## config.mk

```make
export PLATFORM = sky130hd
export DESIGN_NAME = seq_sched
export DESIGN_NICKNAME = d
export VERILOG_FILES = /design/src/rtl/seq_sched.sv
export SDC_FILE = /design/constraint.sdc
export NUM_CORES = 1
export LEC_CHECK = 0
export ABC_CLOCK_PERIOD_IN_PS = 5300
export BUFFER_PORTS_ARGS = -buffer_cell sky130_fd_sc_hd__clkbuf_2
export CAP_MARGIN = 0
export CORE_MARGIN = 1
export CORE_UTILIZATION = 62
export CTS_CLUSTER_DIAMETER = 30
export DETAILED_ROUTE_END_ITERATION = 7
export PLACE_DENSITY = 0.85
export SYNTH_ARGS = -nofsm -noshare
export SYNTH_HDL_FRONTEND = slang
export SYNTH_SLANG_ARGS = --single-unit
```

## constraint.sdc

```tcl
create_clock -name clk -period 5.3 [get_ports clk]
set_clock_uncertainty 0.1 [all_clocks]
set_input_delay 0.265 -clock clk [delete_from_list [all_inputs] [get_ports clk]]
set_output_delay 0.265 -clock clk [all_outputs]
set_load 0.02 [all_outputs]
```

## src/rtl/seq_sched.sv

```systemverilog
// ---------------------------------------------------------------------------
// seq_sched
//
// Programmable scheduler for the counted-repeat sequence datapath. For every
// value v in [lo..hi] the block emits v beats of value v (mode 0) or cfg_rep
// beats of value v (mode 1), e.g. lo=1, hi=3, mode 0 -> 1,2,2,3,3,3.
// A run is started with a start pulse, can be cut short with abort, may loop
// back from hi to lo, and respects valid/ready backpressure on the output.
//
// Parameters
//   W          width of sequence values (cfg_lo, cfg_hi, out_data)
//   CW         width of the repeat counter and cfg_rep (CW >= W)
//
// Ports
//   clk        clock, rising edge
//   rst        asynchronous reset, active-high
//   start      pulse, starts a run (honoured only while idle)
//   abort      terminates a run from CHECK, RUN or DONE
//   cfg_lo     first value of the range
//   cfg_hi     last value of the range
//   cfg_rep    repeat count per value in mode 1
//   cfg_mode   0: repeat = value, 1: repeat = cfg_rep
//   cfg_loop   1: wrap from hi back to the first value until abort
//   out_data   current sequence value
//   out_valid  out_data carries a beat
//   out_ready  consumer accepts the beat this cycle
//   busy       high in CHECK, RUN and DONE
//   done       one-cycle pulse on normal completion
//   err        one-cycle pulse when the configuration is rejected
// ---------------------------------------------------------------------------
module seq_sched #(
    parameter int W  = 4,
    parameter int CW = 8
) (
    input  logic          clk,
    input  logic          rst,
    input  logic          start,
    input  logic          abort,
    input  logic [W-1:0]  cfg_lo,
    input  logic [W-1:0]  cfg_hi,
    input  logic [CW-1:0] cfg_rep,
    input  logic          cfg_mode,
    input  logic          cfg_loop,
    output logic [W-1:0]  out_data,
    output logic          out_valid,
    input  logic          out_ready,
    output logic          busy,
    output logic          done,
    output logic          err
);

    typedef enum logic [1:0] {
        S_IDLE,
        S_CHECK,
        S_RUN,
        S_DONE
    } state_t;

    state_t        state;

    logic [W-1:0]  lo_q;
    logic [W-1:0]  hi_q;
    logic [CW-1:0] rep_q;
    logic          mode_q;
    logic          loop_q;

    logic [W-1:0]  cur;
    logic [CW-1:0] rem;

    logic [W-1:0]  first_val;
    logic [W-1:0]  next_val;
    logic          beat;

    // A configuration is unusable when the range is empty, when mode 1 asks
    // for zero repeats, or when mode 0 has no non-zero value to emit.
    function automatic logic cfg_bad(input logic [W-1:0]  lo,
                                     input logic [W-1:0]  hi,
                                     input logic [CW-1:0] rep,
                                     input logic          mode);
        return (lo > hi) || (mode && (rep == '0)) || (!mode && (hi == '0));
    endfunction

    // Number of beats for value v under the latched configuration.
    function automatic logic [CW-1:0] rep_of(input logic [W-1:0]  v,
                                             input logic          mode,
                                             input logic [CW-1:0] rep);
        return mode ? rep : CW'(v);
    endfunction

    // Mode 0 would give value 0 zero beats, so a range starting at 0 really
    // starts at 1. next_val never wraps because it is only used when cur<hi.
    always_comb begin
        first_val = lo_q;
        if (!mode_q && (lo_q == '0)) begin
            first_val = W'(1);
        end
        next_val = cur + W'(1);
        beat     = out_valid && out_ready;
    end

    // Control FSM with all outputs registered. The configuration check is
    // also evaluated on the accepted start edge so that err is already
    // visible in the CHECK cycle; CHECK re-evaluates it from the shadow
    // registers to decide between RUN and IDLE. abort overrides both start
    // and a beat transfer in the same cycle.
    always_ff @(posedge clk or posedge rst) begin
        if (rst) begin
            state     <= S_IDLE;
            lo_q      <= '0;
            hi_q      <= '0;
            rep_q     <= '0;
            mode_q    <= 1'b0;
            loop_q    <= 1'b0;
            cur       <= '0;
            rem       <= '0;
            out_data  <= '0;
            out_valid <= 1'b0;
            busy      <= 1'b0;
            done      <= 1'b0;
            err       <= 1'b0;
        end else begin
            case (state)
                S_IDLE: begin
                    out_valid <= 1'b0;
                    busy      <= 1'b0;
                    done      <= 1'b0;
                    err       <= 1'b0;
                    if (start && !abort) begin
                        lo_q   <= cfg_lo;
                        hi_q   <= cfg_hi;
                        rep_q  <= cfg_rep;
                        mode_q <= cfg_mode;
                        loop_q <= cfg_loop;
                        busy   <= 1'b1;
                        err    <= cfg_bad(cfg_lo, cfg_hi, cfg_rep, cfg_mode);
                        state  <= S_CHECK;
                    end
                end

                S_CHECK: begin
                    err <= 1'b0;
                    if (abort) begin
                        busy  <= 1'b0;
                        state <= S_IDLE;
                    end else if (cfg_bad(lo_q, hi_q, rep_q, mode_q)) begin
                        busy  <= 1'b0;
                        state <= S_IDLE;
                    end else begin
                        cur       <= first_val;
                        out_data  <= first_val;
                        rem       <= rep_of(first_val, mode_q, rep_q);
                        out_valid <= 1'b1;
                        state     <= S_RUN;
                    end
                end

                S_RUN: begin
                    if (abort) begin
                        out_valid <= 1'b0;
                        busy      <= 1'b0;
                        state     <= S_IDLE;
                    end else if (beat) begin
                        if (rem > CW'(1)) begin
                            rem <= rem - CW'(1);
                        end else if (cur < hi_q) begin
                            cur      <= next_val;
                            out_data <= next_val;
                            rem      <= rep_of(next_val, mode_q, rep_q);
                        end else if (loop_q) begin
                            cur      <= first_val;
                            out_data <= first_val;
                            rem      <= rep_of(first_val, mode_q, rep_q);
                        end else begin
                            out_valid <= 1'b0;
                            done      <= 1'b1;
                            state     <= S_DONE;
                        end
                    end
                end

                S_DONE: begin
                    out_valid <= 1'b0;
                    done      <= 1'b0;
                    busy      <= 1'b0;
                    state     <= S_IDLE;
                end

                default: begin
                    out_valid <= 1'b0;
                    busy      <= 1'b0;
                    done      <= 1'b0;
                    err       <= 1'b0;
                    state     <= S_IDLE;
                end
            endcase
        end
    end

endmodule
```

==> key figures, run 1 <==
Yosys
  – XOR/XNOR Fraction of Synth Area: 0.00767
  – Post-synthesis cell area: 2280 um2
  – Largest family of logic cells by synthesized area: simple AND/OR/NAND/NOR gates
  – Synth area leader: dfrtp_1
  – EDFF count, synth: 0
  – Fraction of the mapped netlist area in adder cells: 0.0932
  – Synthesized instance count: 245
  – Post-synthesis compound-gate area fraction: 0.165
  – Synthesized area per cell: 9.32 um2
  – Synth Flop Type: dfrtp_1
  – Syn_nets: 285
  – Sequential area share after synthesis: 0.395
  – Ranking of synthesized cells by area: dfrtp_1 39%, ha_1 9.3%, mux2_2 7.9%
  – Synth Register Bits: 36
  – Async S/R FF share, synth: 1.00
  – Post-Synth Simple-Gate Area: 0.185
  – Synth unique cells: 43
  – Top cell type's share of synthesized area: 0.395
  – Ys Warns: 0
  – Multiplexer area fraction after synthesis: 0.106

Worst setup path
  – CP max-delay cell: a2111o_1
  – CP peak stage delay: 0.49 ns
  – Reg2reg end: rem[2]
  – Worst reg-to-reg setup slack: 2.70 ns
  – R2r worst-path depth: 7
  – Reg2reg start: cur[2]
  – Critical path class: reg -> reg
  – Arr. time, crit path: 2.67 ns
  – CP cell instances: ha_1 -> o211ai_1 -> o21ai_0 -> nor3b_1 -> a2111o_1 -> nor2_1 -> o22a_1
  – Crit Path Max Fanout: 16
  – Worst Setup End Kind: flip-flop
  – CP Launch Type: flip-flop
  – CP required: 5.38 ns

Route
  – Wirelength, routed: 5010 um
  – Routed wl met3: 267 um
  – DRT met1 WL: 2240 um
  – # DRC: 0
  – Initial DRT Pass Iterations: 4
  – Via-to-Cell Ratio: 6.07
  – First-iteration detailed-routing DRC count: 141
  – Routed wire per std cell: 15.6 um
  – Routed via count: 1947
  – Remaining antenna violation count: 0
  – Wire length on met2: 2380 um
  – Max Used Layer: met4

Finish
  – Commonest cells after routing, fill and taps aside: 36 x dfrtp_1, 30 x clkbuf_2, 26 x o21ai_0, 21 x nand2_1, 18 x nor2_1
  – Fin cells: 321
  – # diodes: 0
  – Share of cells above drive strength 1: 0.215
  – Commonest non-fill, non-tap cell in the layout: dfrtp_1
  – Area Overhead vs Synth: 13.3%
  – Nets: 314
  – Post-Route Utilization: 0.752

Clock network
  – Clk slew on worst S/H paths: 0.07 ns
  – Post-CTS Repair Setup Buffers: 0
  – H-tree levels: 2
  – Clk buf depth: 2
  – Post-CTS resize count: 0
  – Root Buffer: clkbuf_8
  – CTS tree: built
  – CTS Buf Count: 5
  – Clk Latency, worst-skew pair: 0.30 ns
  – Post-CTS Hold Buffers: 1
  – TritonCTS Sinks: 36

Power and ir drop
  – Tot Pwr: 0.00148 W
  – Peak VDD IR: 0.302 mV
  – Pleak: 1.21 nW
  – Pwr dens: 574 nW/um2

Global route
  – Total Routing Usage GR: 0.296
  – Number of global-route vias before repair: 1953
  – Initial antenna violation count: 0
  – Largest net degree at the start of global routing: 37
  – Grt total ovfl: 0
  – First-pass GRT wire length: 9080 um

STA
  – Slew headroom: 0.338
  – Setup tns final: 0 ns
  – Final period utilization: 0.490
  – RSZ-0062 raised after global routing: false
  – FMAX: 385 MHz
  – Final Slew Violations: 0
  – Post-layout min period: 2.60 ns
  – Worst Tran Pin Value: 0.990 ns
  – Hold_ws: 0.106 ns
  – Final hold violation count: 0
  – Final setup fails: 0

Placed design
  – Placed insts: 312
  – Half-perimeter wire length after placement: 3720 um
  – Placer Congestion: 0.894
  – Port Buf Inserts: 30

Hold path
  – Min-Delay Path Depth: 2
  – Worst min-delay path class: in -> reg
  – Hold EP: loop_q
  – Hold_sp: cfg_loop

Floorplanning
  – Starting density of the core: 0.663
  – Die Y: 62.7 um
  – Rows: 21
  – Io pins: 31
  – Die W: 62.7 um
  – Die footprint: 3930 um2
  – Core area: 3440 um2

Run
  – Max-cap viol count: 0

Outcome
  – Status: finished, final reports clean
==> worst max-delay path by stage <==
| stage | start | end | slack [ns] | cells after the start |
|---|---|---|---|---|
| final | cur[2] | rem[2] | 2.70 | 7 |
| after global placement | cur[3] | rem[2] | 2.84 | 7 |
| after CTS | cur[2] | rem[2] | 2.73 | 7 |
| after detailed placement | cur[2] | rem[2] | 2.77 | 7 |
| after global routing | hi_q[3] | rem[0] | 2.49 | 8 |
| after floorplan | cur[1] | rem[3] | 2.95 | 8 |
==> synth_stat cells, drive strengths merged, types with 2 or more instances <==
library cell,instances
buf,4
nor4,6
a31oi,8
nand2,21
mux2,17
ha,17
nor3,8
nand3,5
clkbuf,6
or4,2
nand4,4
a21oi,11
o211ai,3
a22o,2
nor3b,2
dfrtp,36
nand2b,5
mux2i,5
o31ai,3
o21ai,27
nor2,18
inv,17
nor2b,4
==> final cells by class <==
cell class              instances  area (um2)
multi-input cells             182        1270
clock inverters                 1        30.0
repair buffers                 32         168
clock buffers                   7        96.3
well taps                      46        57.6
inverters                      17        63.8
flip-flops and latches         36         901
fillers                       253         855
==> per-stage QoR <==
stage / area (um2) / setup WS (ns)
2_1_floorplan: 2280 / 2.95
3_3_place_gp: 2450 / 2.84
3_5_place_dp: 2450 / 2.77
4_1_cts: 2590 / 2.73
5_1_grt: 2590 / 2.49
6_report: 2590 / 2.70
==> flip-flops by register name, summed over array words and instances, names as in the netlist <==
name	flops
rem	8
rep_q	8
cur	4
hi_q	4
lo_q	4
state	2
busy	1
done	1
err	1
loop_q	1
mode_q	1
out_valid	1
==> worst max-delay path, delay by kind of cell (launching register included) <==
kind / cells / cell delay (ns)
adders and majority gates: 1 / 0.33
DFF: 1 / 0.48
and+or+nand+nor: 2 / 0.51
AOI/OAI and AO/OA: 4 / 1.06
==> per-layer routing <==
metal,vias to the layer above,track usage
li1,942,-
met1,923,0.402
met2,70,0.463
met3,12,0.0456
met4,0,0.142
met5,-,0
==> power by group <==
part           switching, W  leakage, nW  internal (W)
sequential         0.000149        0.444      0.000397
clock              0.000101       0.0645      0.000166
combinational      0.000373        0.703      0.000299
total              0.000622         1.21      0.000862
==> logic make-up after synthesis <==
| family | after synthesis |
|---|---|
| AND/OR/NAND/NOR | 79 |
| AO/OA/AOI/OAI | 62 |
| flip-flops | 36 |
| buffers and inverters | 27 |
| multiplexers | 22 |
| adder cells (fa/ha/maj) | 17 |
| XOR/XNOR | 2 |
Power figures use the tool's default switching activity.
==> run 2: changes to the inputs <==
ABC_CLOCK_PERIOD_IN_PS = 2200   (was 5300)
CORE_UTILIZATION = 52   (was 62)
PLACE_DENSITY = 0.76   (was 0.85)
clock period = 2.2 ns   (was 5.3 ns; I/O delays follow)
==> run 2 against run 1 <==
Net effect:
- combinational power rose to 3.7 times the previous value
- cell area up 21%
- worst setup slack got worse by 2.8 ns
- register-to-register slack lost 2.8 ns
- the flow now finishes with violations (hold timing, setup timing)
- die area increased by 19%
- core utilization up 0.72 points
- via count rose by 11%
- clock-buffer cell count did not move
- critical endpoint is now cur[1]
- first-iteration DRC count up 23%
==> key figures, run 2 (synthesized netlist as in run 1, its figures left out) <==
Worst setup path
  – R2r worst-path depth: 7 (unchanged)
  – Worst reg-to-reg setup slack: -0.05 ns (was 2.70 ns)
  – Arr. time, crit path: 2.33 ns (was 2.67 ns)
  – CP required: 2.28 ns (was 5.38 ns)
  – Critical path class: reg -> reg (unchanged)
  – Reg2reg start: hi_q[1] (was cur[2])
  – Crit Path Max Fanout: 5 (was 16)
  – Worst Setup End Kind: flip-flop (unchanged)
  – CP Launch Type: flip-flop (unchanged)
  – Reg2reg end: cur[1] (was rem[2])

Route
  – Initial DRT Pass Iterations: 5 (was 4)
  – Wirelength, routed: 6160 um (was 5010 um)
  – Via-to-Cell Ratio: 5.80 (was 6.07)
  – # DRC: 0 (unchanged)
  – Routed wire per std cell: 16.5 um (was 15.6 um)
  – Routed via count: 2163 (was 1947)
  – First-iteration detailed-routing DRC count: 173 (was 141)
  – Remaining antenna violation count: 0 (unchanged)

Clock network
  – Clk Latency, worst-skew pair: 0.30 ns (about the same)
  – Clk buf depth: 2 (unchanged)
  – CTS tree: built (unchanged)
  – CTS Buf Count: 5 (unchanged)
  – Clk slew on worst S/H paths: 0.07 ns (about the same)
  – H-tree levels: 2 (unchanged)
  – TritonCTS Sinks: 36 (unchanged)
  – Root Buffer: clkbuf_8 (unchanged)

Finish
  – Commonest cells after routing, fill and taps aside: 33 x dfrtp_1, 33 x buf_4, 30 x clkbuf_2, 20 x nand2_1 (was 36 x dfrtp_1, 30 x clkbuf_2, 26 x o21ai_0, 21 x nand2_1, 18 x nor2_1)
  – Share of cells above drive strength 1: 0.378 (was 0.215)
  – Nets: 362 (was 314)
  – Top flop regs: rem: 8 flops, rep_q: 8 flops (unchanged)
  – # diodes: 0 (unchanged)
  – # fillers: 261 (was 253)
  – Area Overhead vs Synth: 36.8% (was 13.3%)

Global route
  – Grt total ovfl: 0 (unchanged)
  – Initial antenna violation count: 0 (unchanged)
  – First-pass GRT wire length: 9780 um (was 9080 um)
  – Number of global-route vias before repair: 2084 (was 1953)
  – Largest net degree at the start of global routing: 25 (was 37)
  – Total Routing Usage GR: 0.290 (was 0.296)

Outcome
  – Failing checks: hold timing, setup timing
  – Status: finished, violations left (was finished, final reports clean)

Hold path
  – Min-Delay Path Depth: 3 (was 2)
  – Hold_sp: cfg_lo[0] (was cfg_loop)
  – Worst min-delay path class: in -> reg (unchanged)
  – Hold EP: lo_q[0] (was loop_q)

Run
  – Max-cap viol count: 0 (unchanged)

Power and ir drop
  – Pleak: 1.42 nW (was 1.21 nW)
  – Pwr dens: 1350 nW/um2 (was 574 nW/um2)
  – Peak VDD IR: 0.908 mV (was 0.302 mV)
  – Tot Pwr: 0.00422 W (was 0.00148 W)

Floorplanning
  – Core area: 4120 um2 (was 3440 um2)
  – Starting density of the core: 0.555 (was 0.663)
  – Io pins: 31 (unchanged)
  – Rows: 23 (was 21)
  – Die footprint: 4660 um2 (was 3930 um2)
  – Die W: 68.3 um (was 62.7 um)
  – Die Y: 68.3 um (was 62.7 um)

STA
  – Post-layout min period: 2.25 ns (was 2.60 ns)
  – Worst Tran Pin Value: 0.891 ns (was 0.990 ns)
  – Final period utilization: 1.02 (was 0.490)
  – Final setup fails: 7 (was 0)
  – RSZ-0062 raised after global routing: true (was false)
  – Hold_ws: -0.00577 ns (was 0.106 ns)
  – Setup slack after layout: -0.0517 ns (was 2.70 ns)
  – FMAX: 444 MHz (was 385 MHz)
  – Slew headroom: 0.405 (was 0.338)
  – Final Slew Violations: 0 (unchanged)
  – Final hold violation count: 1 (was 0)

Placed design
  – Half-perimeter wire length after placement: 4150 um (was 3720 um)
  – Placer Congestion: 0.847 (was 0.894)
  – Port Buf Inserts: 30 (unchanged)
==> run 2: what timing repair did <==
item                                   4_1_cts  5_1_grt
setup endpoints to repair                   12       16
setup buffers                                3        5
cloned                                       1        0
gates resized for setup                     16       22
endpoints found under the hold margin       38        0
hold buffers                                15        0
pin swaps                                   12        8
==> run 2: worst max path at each step <==
stage	startpoint	to	cells past startpoint
global route	hi_q[1]	cur[1]	7
global placement	hi_q[1]	rem[5]	8
finish	hi_q[1]	cur[1]	7
detailed placement	hi_q[1]	rem[3]	8
CTS	hi_q[1]	cur[1]	7
floorplan	rem[4]	cur[1]	5
==> run 2: per-layer routing <==
metal  share of wire  GRT usage  wire (um)
met1            0.44      0.369       2700
met2            0.49      0.478       3040
met3           0.053     0.0667        326
met4           0.015      0.102         93
met5               0          0          0
==> run 2: cell type report <==
type	instances	area [um2]	share of cell area
sequential	36	905	0.290
multi-input combinational	183	1430	0.458
clock buffer	7	86.3	0.0276
inverter	17	63.8	0.0204
tap	50	62.6	0.0200
timing repair buffer	79	568	0.182
clock inverter	1	7.51	0.00240
==> run 2: stage by stage <==
stage	utilization	setup TNS [ns]	std cells	cell area [um2]	setup slack [ns]
final	0.759	-0.141	373	3120	-0.0517
after global routing	0.759	-0.896	373	3120	-0.105
after CTS	0.730	-0.0781	368	3000	-0.0208
after detailed placement	0.656	-1.26	341	2700	-0.177
after global placement	0.656	-0.240	341	2700	-0.0518
after floorplan	-	-0.00644	245	2330	-0.00644
==> run 2: power by group <==
part	switching, W	leakage, nW	total (W)	internal [W]
sequential	0.000281	0.441	0.00124	0.000963
clock	0.000248	0.0445	0.000503	0.000255
combinational	0.00128	0.939	0.00247	0.00119
total	0.00181	1.42	0.00422	0.00240
==> run 2: critical path, stage by stage (launching register included) <==
cell,delay [ns]
dfrtp_1,0.39
inv_2,0.11
ha_4,0.21
nor2b_1,0.13
o211ai_1,0.23
a21oi_2,0.14
nor4_4,0.44
mux2_2,0.38
